`config.mk`:
```
export PLATFORM = sky130hd
export DESIGN_NAME = demux_1_4_collector_flat
export DESIGN_NICKNAME = d
export VERILOG_FILES = /design/src/rtl/demux_1_4_collector_if.sv /design/src/rtl/demux_1_4_collector.sv /design/src/flat_wrapper.sv
export SDC_FILE = /design/constraint.sdc
export NUM_CORES = 1
export LEC_CHECK = 0
export CELL_PAD_IN_SITES_DETAIL_PLACEMENT = 1
export CELL_PAD_IN_SITES_GLOBAL_PLACEMENT = 1
export CORE_AREA = 2 2 53 55
export CTS_CLUSTER_SIZE = 20
export DETAILED_ROUTE_END_ITERATION = 16
export DIE_AREA = 0 0 55 57
export PLACE_DENSITY = 0.77
export SKIP_LAST_GASP = 1
export SYNTH_ARGS = -nofsm -noshare
export SYNTH_HDL_FRONTEND = slang
export SYNTH_SLANG_ARGS = --single-unit
```
`constraint.sdc`:
```
create_clock -name clk -period 1.76 [get_ports clk]
set_clock_uncertainty 0.1 [all_clocks]
set_input_delay 0.176 -clock clk [delete_from_list [all_inputs] [get_ports clk]]
set_output_delay 0.176 -clock clk [all_outputs]
set_load 0.05 [all_outputs]
```
`src/rtl/demux_1_4_collector_if.sv`:
```
// demux_1_4_collector_if: stream-in / 4-lane-out bus of the collector.
// slave = collector side, master = source + frame consumer side.
interface demux_1_4_collector_if #(
   parameter int DW = 2
);
   logic [DW-1:0] in_data;
   logic          in_valid;
   logic          in_ready;
   logic [1:0]    sel;
   logic          sel_mode;
   logic [DW-1:0] o0;
   logic [DW-1:0] o1;
   logic [DW-1:0] o2;
   logic [DW-1:0] o3;
   logic [3:0]    lane_wr;
   logic          out_valid;
   logic          out_ack;

   modport slave (
      input  in_data, in_valid, sel, sel_mode, out_ack,
      output in_ready, o0, o1, o2, o3, lane_wr, out_valid
   );

   modport master (
      output in_data, in_valid, sel, sel_mode, out_ack,
      input  in_ready, o0, o1, o2, o3, lane_wr, out_valid
   );
endinterface

```
`src/rtl/demux_1_4_collector.sv`:
```
// demux_1_4_collector: distributes a 2-bit word stream into four
// registered lanes (explicit sel or auto round-robin) and flags a
// complete frame (out_valid) until out_ack.
// Ports: clk, rst_n (sync, active-low), bus (slave modport):
//   in_data/in_valid/in_ready, sel, sel_mode, o0..o3, lane_wr,
//   out_valid, out_ack.
// Option: DEMUX_CLR_ON_ACK_EN clears o0..o3 on the ack edge.
module demux_1_4_collector #(
   parameter int DW = 2
) (
   input  logic                 clk,
   input  logic                 rst_n,
   demux_1_4_collector_if.slave bus
);
   typedef enum logic {
      COLLECT,
      FULL
   } state_t;

   state_t        state;
   state_t        state_nx;
   logic [3:0]    mask;
   logic [3:0]    mask_nx;
   logic [3:0]    wr_nx;
   logic [3:0]    wr_q;
   logic [1:0]    ptr;
   logic [1:0]    ptr_nx;
   logic [1:0]    lane;
   logic          acc;
   logic [DW-1:0] lane_q [4];

   assign bus.in_ready  = (state == COLLECT);
   assign bus.out_valid = (state == FULL);
   assign bus.lane_wr   = wr_q;
   assign bus.o0        = lane_q[0];
   assign bus.o1        = lane_q[1];
   assign bus.o2        = lane_q[2];
   assign bus.o3        = lane_q[3];

   assign acc  = bus.in_valid && (state == COLLECT);
   assign lane = bus.sel_mode ? ptr : bus.sel;

   always_ff @(posedge clk) begin
      if (!rst_n) begin
         state <= COLLECT;
         mask  <= '0;
         ptr   <= '0;
         wr_q  <= '0;
      end else begin
         state <= state_nx;
         mask  <= mask_nx;
         ptr   <= ptr_nx;
         wr_q  <= wr_nx;
      end
   end

   always_comb begin
      state_nx = state;
      mask_nx  = mask;
      ptr_nx   = ptr;
      wr_nx    = '0;
      unique case (state)
         COLLECT: begin
            if (acc) begin
               wr_nx   = 4'b0001 << lane;
               mask_nx = mask | wr_nx;
               // pointer only advances on auto-mode words
               if (bus.sel_mode)
                  ptr_nx = ptr + 2'd1;
               if (&mask_nx)
                  state_nx = FULL;
            end
         end
         FULL: begin
            if (bus.out_ack) begin
               mask_nx  = '0;
               ptr_nx   = '0;
               state_nx = COLLECT;
            end
         end
         default: state_nx = COLLECT;
      endcase
   end

   // writes happen only in COLLECT, so the ack clear never collides
   always_ff @(posedge clk) begin
      if (!rst_n) begin
         for (int k = 0; k < 4; k++)
            lane_q[k] <= '0;
      end else begin
`ifdef DEMUX_CLR_ON_ACK_EN
         if (state == FULL && bus.out_ack) begin
            for (int k = 0; k < 4; k++)
               lane_q[k] <= '0;
         end
`endif
         for (int k = 0; k < 4; k++)
            if (wr_nx[k])
               lane_q[k] <= bus.in_data;
      end
   end
endmodule

```
`src/flat_wrapper.sv`:
```
// flat-port wrapper written by rule: the top's interface ports become plain ports
module demux_1_4_collector_flat 
#(
   parameter int DW = 2
)
  (clk, rst_n, bus_in_data, bus_in_valid, bus_sel, bus_sel_mode, bus_out_ack, bus_in_ready, bus_o0, bus_o1, bus_o2, bus_o3, bus_lane_wr, bus_out_valid);
  demux_1_4_collector_if #(.DW(DW)) bus_i ();
  input  logic clk;
  input  logic rst_n;
  input wire logic [$bits(bus_i.in_data)-1:0] bus_in_data;
  input wire logic [$bits(bus_i.in_valid)-1:0] bus_in_valid;
  input wire logic [$bits(bus_i.sel)-1:0] bus_sel;
  input wire logic [$bits(bus_i.sel_mode)-1:0] bus_sel_mode;
  input wire logic [$bits(bus_i.out_ack)-1:0] bus_out_ack;
  output wire logic [$bits(bus_i.in_ready)-1:0] bus_in_ready;
  output wire logic [$bits(bus_i.o0)-1:0] bus_o0;
  output wire logic [$bits(bus_i.o1)-1:0] bus_o1;
  output wire logic [$bits(bus_i.o2)-1:0] bus_o2;
  output wire logic [$bits(bus_i.o3)-1:0] bus_o3;
  output wire logic [$bits(bus_i.lane_wr)-1:0] bus_lane_wr;
  output wire logic [$bits(bus_i.out_valid)-1:0] bus_out_valid;
  assign bus_i.in_data = bus_in_data;
  assign bus_i.in_valid = bus_in_valid;
  assign bus_i.sel = bus_sel;
  assign bus_i.sel_mode = bus_sel_mode;
  assign bus_i.out_ack = bus_out_ack;
  assign bus_in_ready = bus_i.in_ready;
  assign bus_o0 = bus_i.o0;
  assign bus_o1 = bus_i.o1;
  assign bus_o2 = bus_i.o2;
  assign bus_o3 = bus_i.o3;
  assign bus_lane_wr = bus_i.lane_wr;
  assign bus_out_valid = bus_i.out_valid;
  demux_1_4_collector #(.DW(DW)) u_core (.clk(clk), .rst_n(rst_n), .bus(bus_i));
endmodule
```
== Word level (Yosys, flattened, before mapping) ==
Memories as Yosys holds them, arrays and structs flattened.
Index checks and enable logic that the tools add are counted.
Operators by class
  add/sub/neg operators: 1
  equality and inequality tests: 3
  shift operators: 1
  muxes and demuxes: 31
  bitwise logic cells: 6
  reductions and logical operators: 4
Operators with widths (count)
  two-way mux 1 bit: 16
  two-way mux 2 bit: 8
  two-way mux 4 bit: 4
  one-hot mux 4 bit (2 select lines): 1
  inequality test 2 bit (second input constant): 2
  OR 1 bit: 4
  OR 4 bit: 1
  one-hot mux 2 bit (2 select lines): 1
  AND reduction 4 bit: 1
  << shifter 1 x 2 -> 4 bit (first input constant): 1
  AND reduction 3 bit: 1
  adder 2 x 1 -> 2 bit (second input constant): 1
  inequality test 2 x 1 -> 1 bit (second input constant): 1
  one-hot mux 1 bit (2 select lines): 1
  AND reduction 2 bit: 1
  logical AND 1 bit: 1
  inverter 1 bit: 1
Word-level totals
  register bits after elaboration: 11
  memory bits (writable): 8
  bits of input ports: 9
  output and inout bits: 14
  memories kept: 1
Memory list
  u_core.lane_q: depth 4, width 2, rd ports 4, clocked after Yosys merged registers in 0, wr ports 4, line demux_1_4_collector.sv:30  | logic [DW-1:0] lane_q [4];

== Logic depth before layout (Yosys ltp) ==
Gate-level depths: netlist of the first run.
  depth after elaboration: 8
  mapped depth: 5
  mapped depth without buffers: 4

== Worst setup path after synthesis of the first run ==
OpenSTA, ideal clock, no wires.
  kind: reg2reg
  start point: register u_core.state (netlist: u_core.bus.out_valid)
  end point: register u_core.ptr[1]
  arrival time: 1.599 ns
  path slack: -0.070 ns
  cell stages (with the launch flop): 5
  clock period less this slack: 1.830 ns
  path through: dfxtp_1 -> inv_1 -> and3_2 -> a21oi_1 -> a311oi_1
Between the ends
  word-level cells in the longest chain between the ends: 4
  elaborated cells on any way between the ends: 7
  those cells by class: eq/ne (3); mux (1); bitwise (1); reduce/logical (2)
Ends and longest elaborated chain
  start, declared: line demux_1_4_collector.sv:20  | state_t state;
  start signal, assigned: line demux_1_4_collector.sv:50  | state <= state_nx;
  inverter 1 bit (*)
  via bus_in_ready: line flat_wrapper.sv:15  | output wire logic [$bits(bus_i.in_ready)-1:0] bus_in_ready;
  logical AND 1 bit: line demux_1_4_collector.sv:40  | assign acc = bus.in_valid && (state == COLLECT);
  inequality test 2 x 1 -> 1 bit (no line)
  AND reduction 3 bit (no line)
  end signal, assigned: line demux_1_4_collector.sv:52  | ptr <= ptr_nx;
  end, declared: line demux_1_4_collector.sv:26  | logic [1:0] ptr;
Mark *: on every way through the listed nets, which the timed path passes. The rest lies on a longest branch.
A chain may end at the register's enable or synchronous reset.

==> reports/qor.csv, run 1 <==
metric,value,unit
initial_utilization,0.313,
cp-end-kind,output port,
cts_tree,done,
antenna_found_initial,0,
insertion_delay,300,ps
cts-buffers-inserted,3,
crit_buf_inv,1,
final.fill_count,314,
internal_power,648,µW
ir_drop,420,µV
ys_seq_area_frac,0.563,
power_frac_comb,0.207,
synth_warnings,0,
dpl_worst_slack,-197,ps
layout-drive-gt1-share,0.212,
place.gp.congestion,0.747,
clock_path_buffers,2,
die_y,57,µm
p_clk_frac,0.245,
place_hpwl,1.49,mm
ys_top_cells_by_area,"edfxtp_1, dfxtp_1, and2_1",
slew_headroom,0.658,
synth_seq_cells,19,
rsz0062_at_grt,no,
power_switching,249,µW
hold_viol_final,0,
slew_viol_final,0,
timing.rr.start,u_core.bus.out_valid$_SDFF_PN0_,
setup_slack,47.9,ps
cp_max_fo,1,
r2r_cells,3,
dr.pass1.iters,2,
syn_area_per_cell,10.6,µm²
vias_per_cell,4.83,
worstMarginPinSlew,513,ps
hp-class,reg -> reg,
core,2620,µm²
total_power,897,µW
hp-start,u_core.mask[2]$_SDFFE_PN0P_,
holdWs,394,ps
ys_types,26,
grt_pass1_wl,2.92,mm
nets,123,
synthTopCellsByCount,"dfxtp_1, nor2_1, and2_1, edfxtp_1, nand2_1",
critPathLaunchType,flip-flop,
die_area,3140,µm²
required,1480,ps
yosys.area.top_type,edfxtp_1,
crit_arrival,1440,ps
critPathKind,reg -> out,
netlist_area,818,µm²
ctsRootBufferMaster,clkbuf_4,
period_share,0.973,
crit_start,u_core.lane_q[1][0]$_SDFFCE_PN0P_,
synth_edf_count,8,
portBuffers,22,
grt_max_degree,11,
antenna_cells,0,
htreeDepth,1,
grt.overflow.total,0,
slowest_stage,clkdlybuf4s50_1,
utilization,0.454,
critical_path.max_stage_delay,790,ps
synth_ff_type,dfxtp_1,
min_path_cells,1,
hold_buffers,0,
syn_nets,86,
seqPwrFrac,0.548,
syn_inst,77,
cts.sinks,19,
leakagePower,0.530,nW
syn2layout_area_growth,45.0,%
drt_iter0_drc,2,
wl_per_cell,12.7,µm
wirelength,1.83,mm
synth_most_common_cell,dfxtp_1,
grt_usage,0.132,
setup_tns,0,ps
ioPinCount,23,
synthArstFlopShare,0,
drcViolationCount,0,
floorplan.rows,19,
fmax,0.584,GHz
crit_cells,1,
max_cap_viol_count,0,
grt_pass1_vias,696,
synth_top_area_frac,0.294,
period_needed,1710,ps
antenna_left,0,
path_delay_family,buffers and inverters,
die_w,55,µm
vias,696,
power_density,756,nW/µm²
cts.clk_slew.worst_paths,110,ps
worstPathCellList,clkdlybuf4s50_1,
swShare,0.278,
setup_viol,0,
status,"complete, no violations",
metrics by stage:
stage | instances | area, µm²
after floorplan | 77 | 820
after global placement | 140 | 1150
after detailed placement | 140 | 1150
after CTS | 144 | 1170
after global routing | 144 | 1190
final | 144 | 1190
cell type report:
class | instances | area (µm²) | share of cell area
well taps | 31 | 38.8 | 0.0327
repair buffers | 34 | 318 | 0.268
multi-input cells | 53 | 330 | 0.278
clock buffers | 4 | 26.3 | 0.0222
flip-flops and latches | 19 | 462 | 0.389
inverters | 3 | 11.3 | 0.00949
state kept, by name, indices dropped and copies added (netlist names):
name and count:
u_core.bus.lane_wr 4, u_core.bus.out_valid 1, u_core.mask 4, u_core.ptr 2, u_core.lane_q 8
cell families (layout without fill, tap and decap cells):
family,Yosys count,count (layout),synth area share
AO/OA/AOI/OAI,17,17,0.135
buffers and inverters,5,41,0.0336
flip-flops,19,19,0.563
multiplexers,3,3,0.0550
AND/OR/NAND/NOR,33,33,0.214
what timing repair did:
item	4_1_cts	5_1_grt
setup endpoints to repair	0	5
setup buffers	0	0
gates resized for setup	0	5
worst paths after layout:
check / end / slack, ps
max reg2reg: u_core.lane_q[3][0]$_SDFFCE_PN0P_ / 250
min: u_core.mask[2]$_SDFFE_PN0P_ / 390
max: bus_o1[0] / 50
min reg2reg: u_core.mask[2]$_SDFFE_PN0P_ / 390
power groups by stage:
stage	Combinational (mW)	Sequential, mW	Clock [mW]
2_1_floorplan	0.0596	0.548	0
3_3_place_gp	0.184	0.501	0
3_5_place_dp	0.187	0.502	0
4_1_cts	0.188	0.493	0.224
5_1_grt	0.199	0.494	0.253
6_report	0.186	0.492	0.219
per-layer routing:
layer  GRT usage  up-vias  part of all wire
met5           0        -                 0
met4      0.0732        0             0.022
met3      0.0340        4             0.066
met2       0.233       22              0.52
met1       0.136      326              0.39
li1            -      344                 -
cells in the final DEF, fill, tap and decap left out, types with 2 or more instances in the layout:
cell type / instances
mux2_2: 2
nor2_1: 9
clkdlybuf4s50_1: 15
nand2_1: 7
dfxtp_1: 10
dlymetal6s2s_1: 5
a311oi_1: 3
and2_1: 8
a21oi_1: 3
o21ai_0: 6
buf_4: 14
nand2b_1: 2
edfxtp_1: 8
clkbuf_4: 3
inv_1: 3
Note: power is estimated with default switching activity, not from simulation.
==> inputs of run 2 (changes only) <==
- CELL_PAD_IN_SITES_DETAIL_PLACEMENT: 1 -> unset
- CELL_PAD_IN_SITES_GLOBAL_PLACEMENT: 1 -> unset
- CORE_AREA: 2 2 53 55 -> 2 2 46 48
- DIE_AREA: 0 0 55 57 -> 0 0 48 50
- PLACE_DENSITY: 0.77 -> 0.79
- TNS_END_PERCENT: unset -> 1
==> reports/qor.csv, run 2 (synthesized netlist as in run 1, its figures left out) <==
metric,value,unit,change
status,"complete, no violations",,unchanged
slowest_stage,clkdlybuf4s50_1,,unchanged
antenna_cells,0,,unchanged
die_area,2400,µm²,was 3140 µm²
seq_area,462,µm²,unchanged
layout_common_cells,"clkdlybuf4s50_1, buf_4, dfxtp_1",,unchanged
vias,671,,was 696
setup_viol,0,,unchanged
grt_pass1_wl,2.61,mm,was 2.92 mm
multi_input_area,330,µm²,unchanged
cp-end-kind,output port,,unchanged
floorplan.rows,16,,was 19
largest_register_ffs,8,,unchanged
grt_max_degree,12,,was 11
rrSetupSlack,170,ps,was 250 ps
ctsRootBufferMaster,clkbuf_4,,unchanged
critPathKind,reg -> out,,unchanged
portBuffers,22,,unchanged
insertion_delay,290,ps,was 300 ps
fmax,0.589,GHz,was 0.584 GHz
grt_usage,0.155,,was 0.132
timing.rr.start,u_core.bus.out_valid$_SDFF_PN0_,,unchanged
path_delay_family,buffers and inverters,,unchanged
critPathLaunchType,flip-flop,,unchanged
cts.clk_slew.worst_paths,100,ps,was 110 ps
wl_per_cell,11.0,µm,was 12.7 µm
r2r_cells,3,,unchanged
cts_tree,done,,unchanged
die_w,48,µm,was 55 µm
antenna_found_initial,0,,unchanged
critical_path.endpoint,bus_o1[0],,unchanged
wirelength,1.52,mm,was 1.83 mm
cts-buffers-inserted,3,,unchanged
layout_commonest_cell,clkdlybuf4s50_1,,unchanged
dr.pass1.iters,2,,unchanged
max_cap_viol_count,0,,unchanged
cts.sinks,19,,unchanged
critical_path.max_stage_delay,800,ps,was 790 ps
dpl_worst_slack,-161,ps,was -197 ps
period_share,0.965,,was 0.973
grt_pass1_vias,655,,was 696
htreeDepth,1,,unchanged
period_needed,1700,ps,was 1710 ps
required,1480,ps,about the same
worstPathCellList,clkdlybuf4s50_1,,unchanged
antenna_left,0,,unchanged
slew_viol_final,0,,unchanged
leakagePower,0.464,nW,was 0.530 nW
crit_start,u_core.lane_q[1][0]$_SDFFCE_PN0P_,,unchanged
ioPinCount,23,,unchanged
worstMarginPinSlew,503,ps,was 513 ps
rsz0062_at_grt,yes,,was no
vias_per_cell,4.86,,was 4.83
place_hpwl,1.25,mm,was 1.49 mm
ir_drop,435,µV,was 420 µV
slew_headroom,0.664,,was 0.658
cp_max_fo,1,,unchanged
hp-class,reg -> reg,,unchanged
r2r_end,u_core.lane_q[3][0]$_SDFFCE_PN0P_,,unchanged
hold_viol_final,0,,unchanged
fin_area,1160,µm²,was 1190 µm²
power_density,763,nW/µm²,was 756 nW/µm²
initial_utilization,0.430,,was 0.313
syn2layout_area_growth,41.4,%,was 45.0%
crit_cells,1,,unchanged
largest_register,u_core.lane_q,,unchanged
drt_iter0_drc,4,,was 2
core,1900,µm²,was 2620 µm²
hold_buffers,0,,unchanged
final_cell_count_no_fill,138,,was 144
nets,121,,was 123
layout-drive-gt1-share,0.207,,was 0.212
setup_slack,61.2,ps,was 47.9 ps
dp_cells,134,,was 140
clock_path_buffers,2,,unchanged
crit_arrival,1420,ps,was 1440 ps
grt.overflow.total,0,,unchanged
place.gp.congestion,0.801,,was 0.747
die_y,50,µm,was 57 µm
drcViolationCount,0,,unchanged
dpl_cell_area,1130,µm²,was 1150 µm²
crit_buf_inv,1,,unchanged
final.fill_count,184,,was 314
-- run 2: cell types whose count changed in the layout (fill, tap and decap cells not counted) --
cell             change
clkdlybuf4s50_1      +4
clkinv_2             +1
clkbuf_1             -1
dlymetal6s2s_1       -4
buf_4                -2
-- run 2: metal layers --
layer / vias to the layer above / part of all wire / track usage
li1: 345 / - / -
met1: 301 / 0.41 / 0.156
met2: 23 / 0.52 / 0.278
met3: 2 / 0.062 / 0.0403
met4: 0 / 0.012 / 0.0676
met5: - / 0 / 0
-- run 2: layout make-up --
class / count / share of cell area
multi-input cells: 53 / 0.285
flip-flops and latches: 19 / 0.399
clock buffers: 3 / 0.0195
repair buffers: 32 / 0.253
inverters: 3 / 0.00973
clock inverters: 1 / 0.00432
well taps: 27 / 0.0292
-- run 2: repair_timing --
action,in CTS,in global routing
gates resized for setup,0,1
setup endpoints to repair,0,5
setup buffers,0,0
-- run 2: through the flow --
stage	setup TNS, ps	power, mW	hold slack, ps	utilization
2_1_floorplan	0	0.608	226	-
3_3_place_gp	-1040	0.680	340	0.593
3_5_place_dp	-1440	0.684	341	0.593
4_1_cts	0	0.895	374	0.607
5_1_grt	-32.4	0.931	409	0.609
6_report	0	0.883	370	0.609
-- run 2: where the power goes --
group / switching, mW / internal [mW]
Clock: 0.126 / 0.0845
Combinational: 0.102 / 0.0789
Sequential: 0.0111 / 0.480
-- run 2: worst min path at each step --
stage                           startpoint                          end  cells past startpoint
4_1_cts        u_core.mask[2]$_SDFFE_PN0P_  u_core.mask[2]$_SDFFE_PN0P_                      1
5_1_grt        u_core.mask[2]$_SDFFE_PN0P_  u_core.mask[2]$_SDFFE_PN0P_                      1
3_5_place_dp   u_core.mask[2]$_SDFFE_PN0P_  u_core.mask[2]$_SDFFE_PN0P_                      1
2_1_floorplan                        rst_n   u_core.ptr[0]$_SDFFE_PN0P_                      2
6_report       u_core.mask[2]$_SDFFE_PN0P_  u_core.mask[2]$_SDFFE_PN0P_                      1
3_3_place_gp   u_core.mask[2]$_SDFFE_PN0P_  u_core.mask[2]$_SDFFE_PN0P_                      1
==> inputs of run 3 (changes only) <==
- CTS_CLUSTER_DIAMETER: unset -> 100
==> results of run 3 <==
Final layout, timing and power as in run 2 (identical DEF).
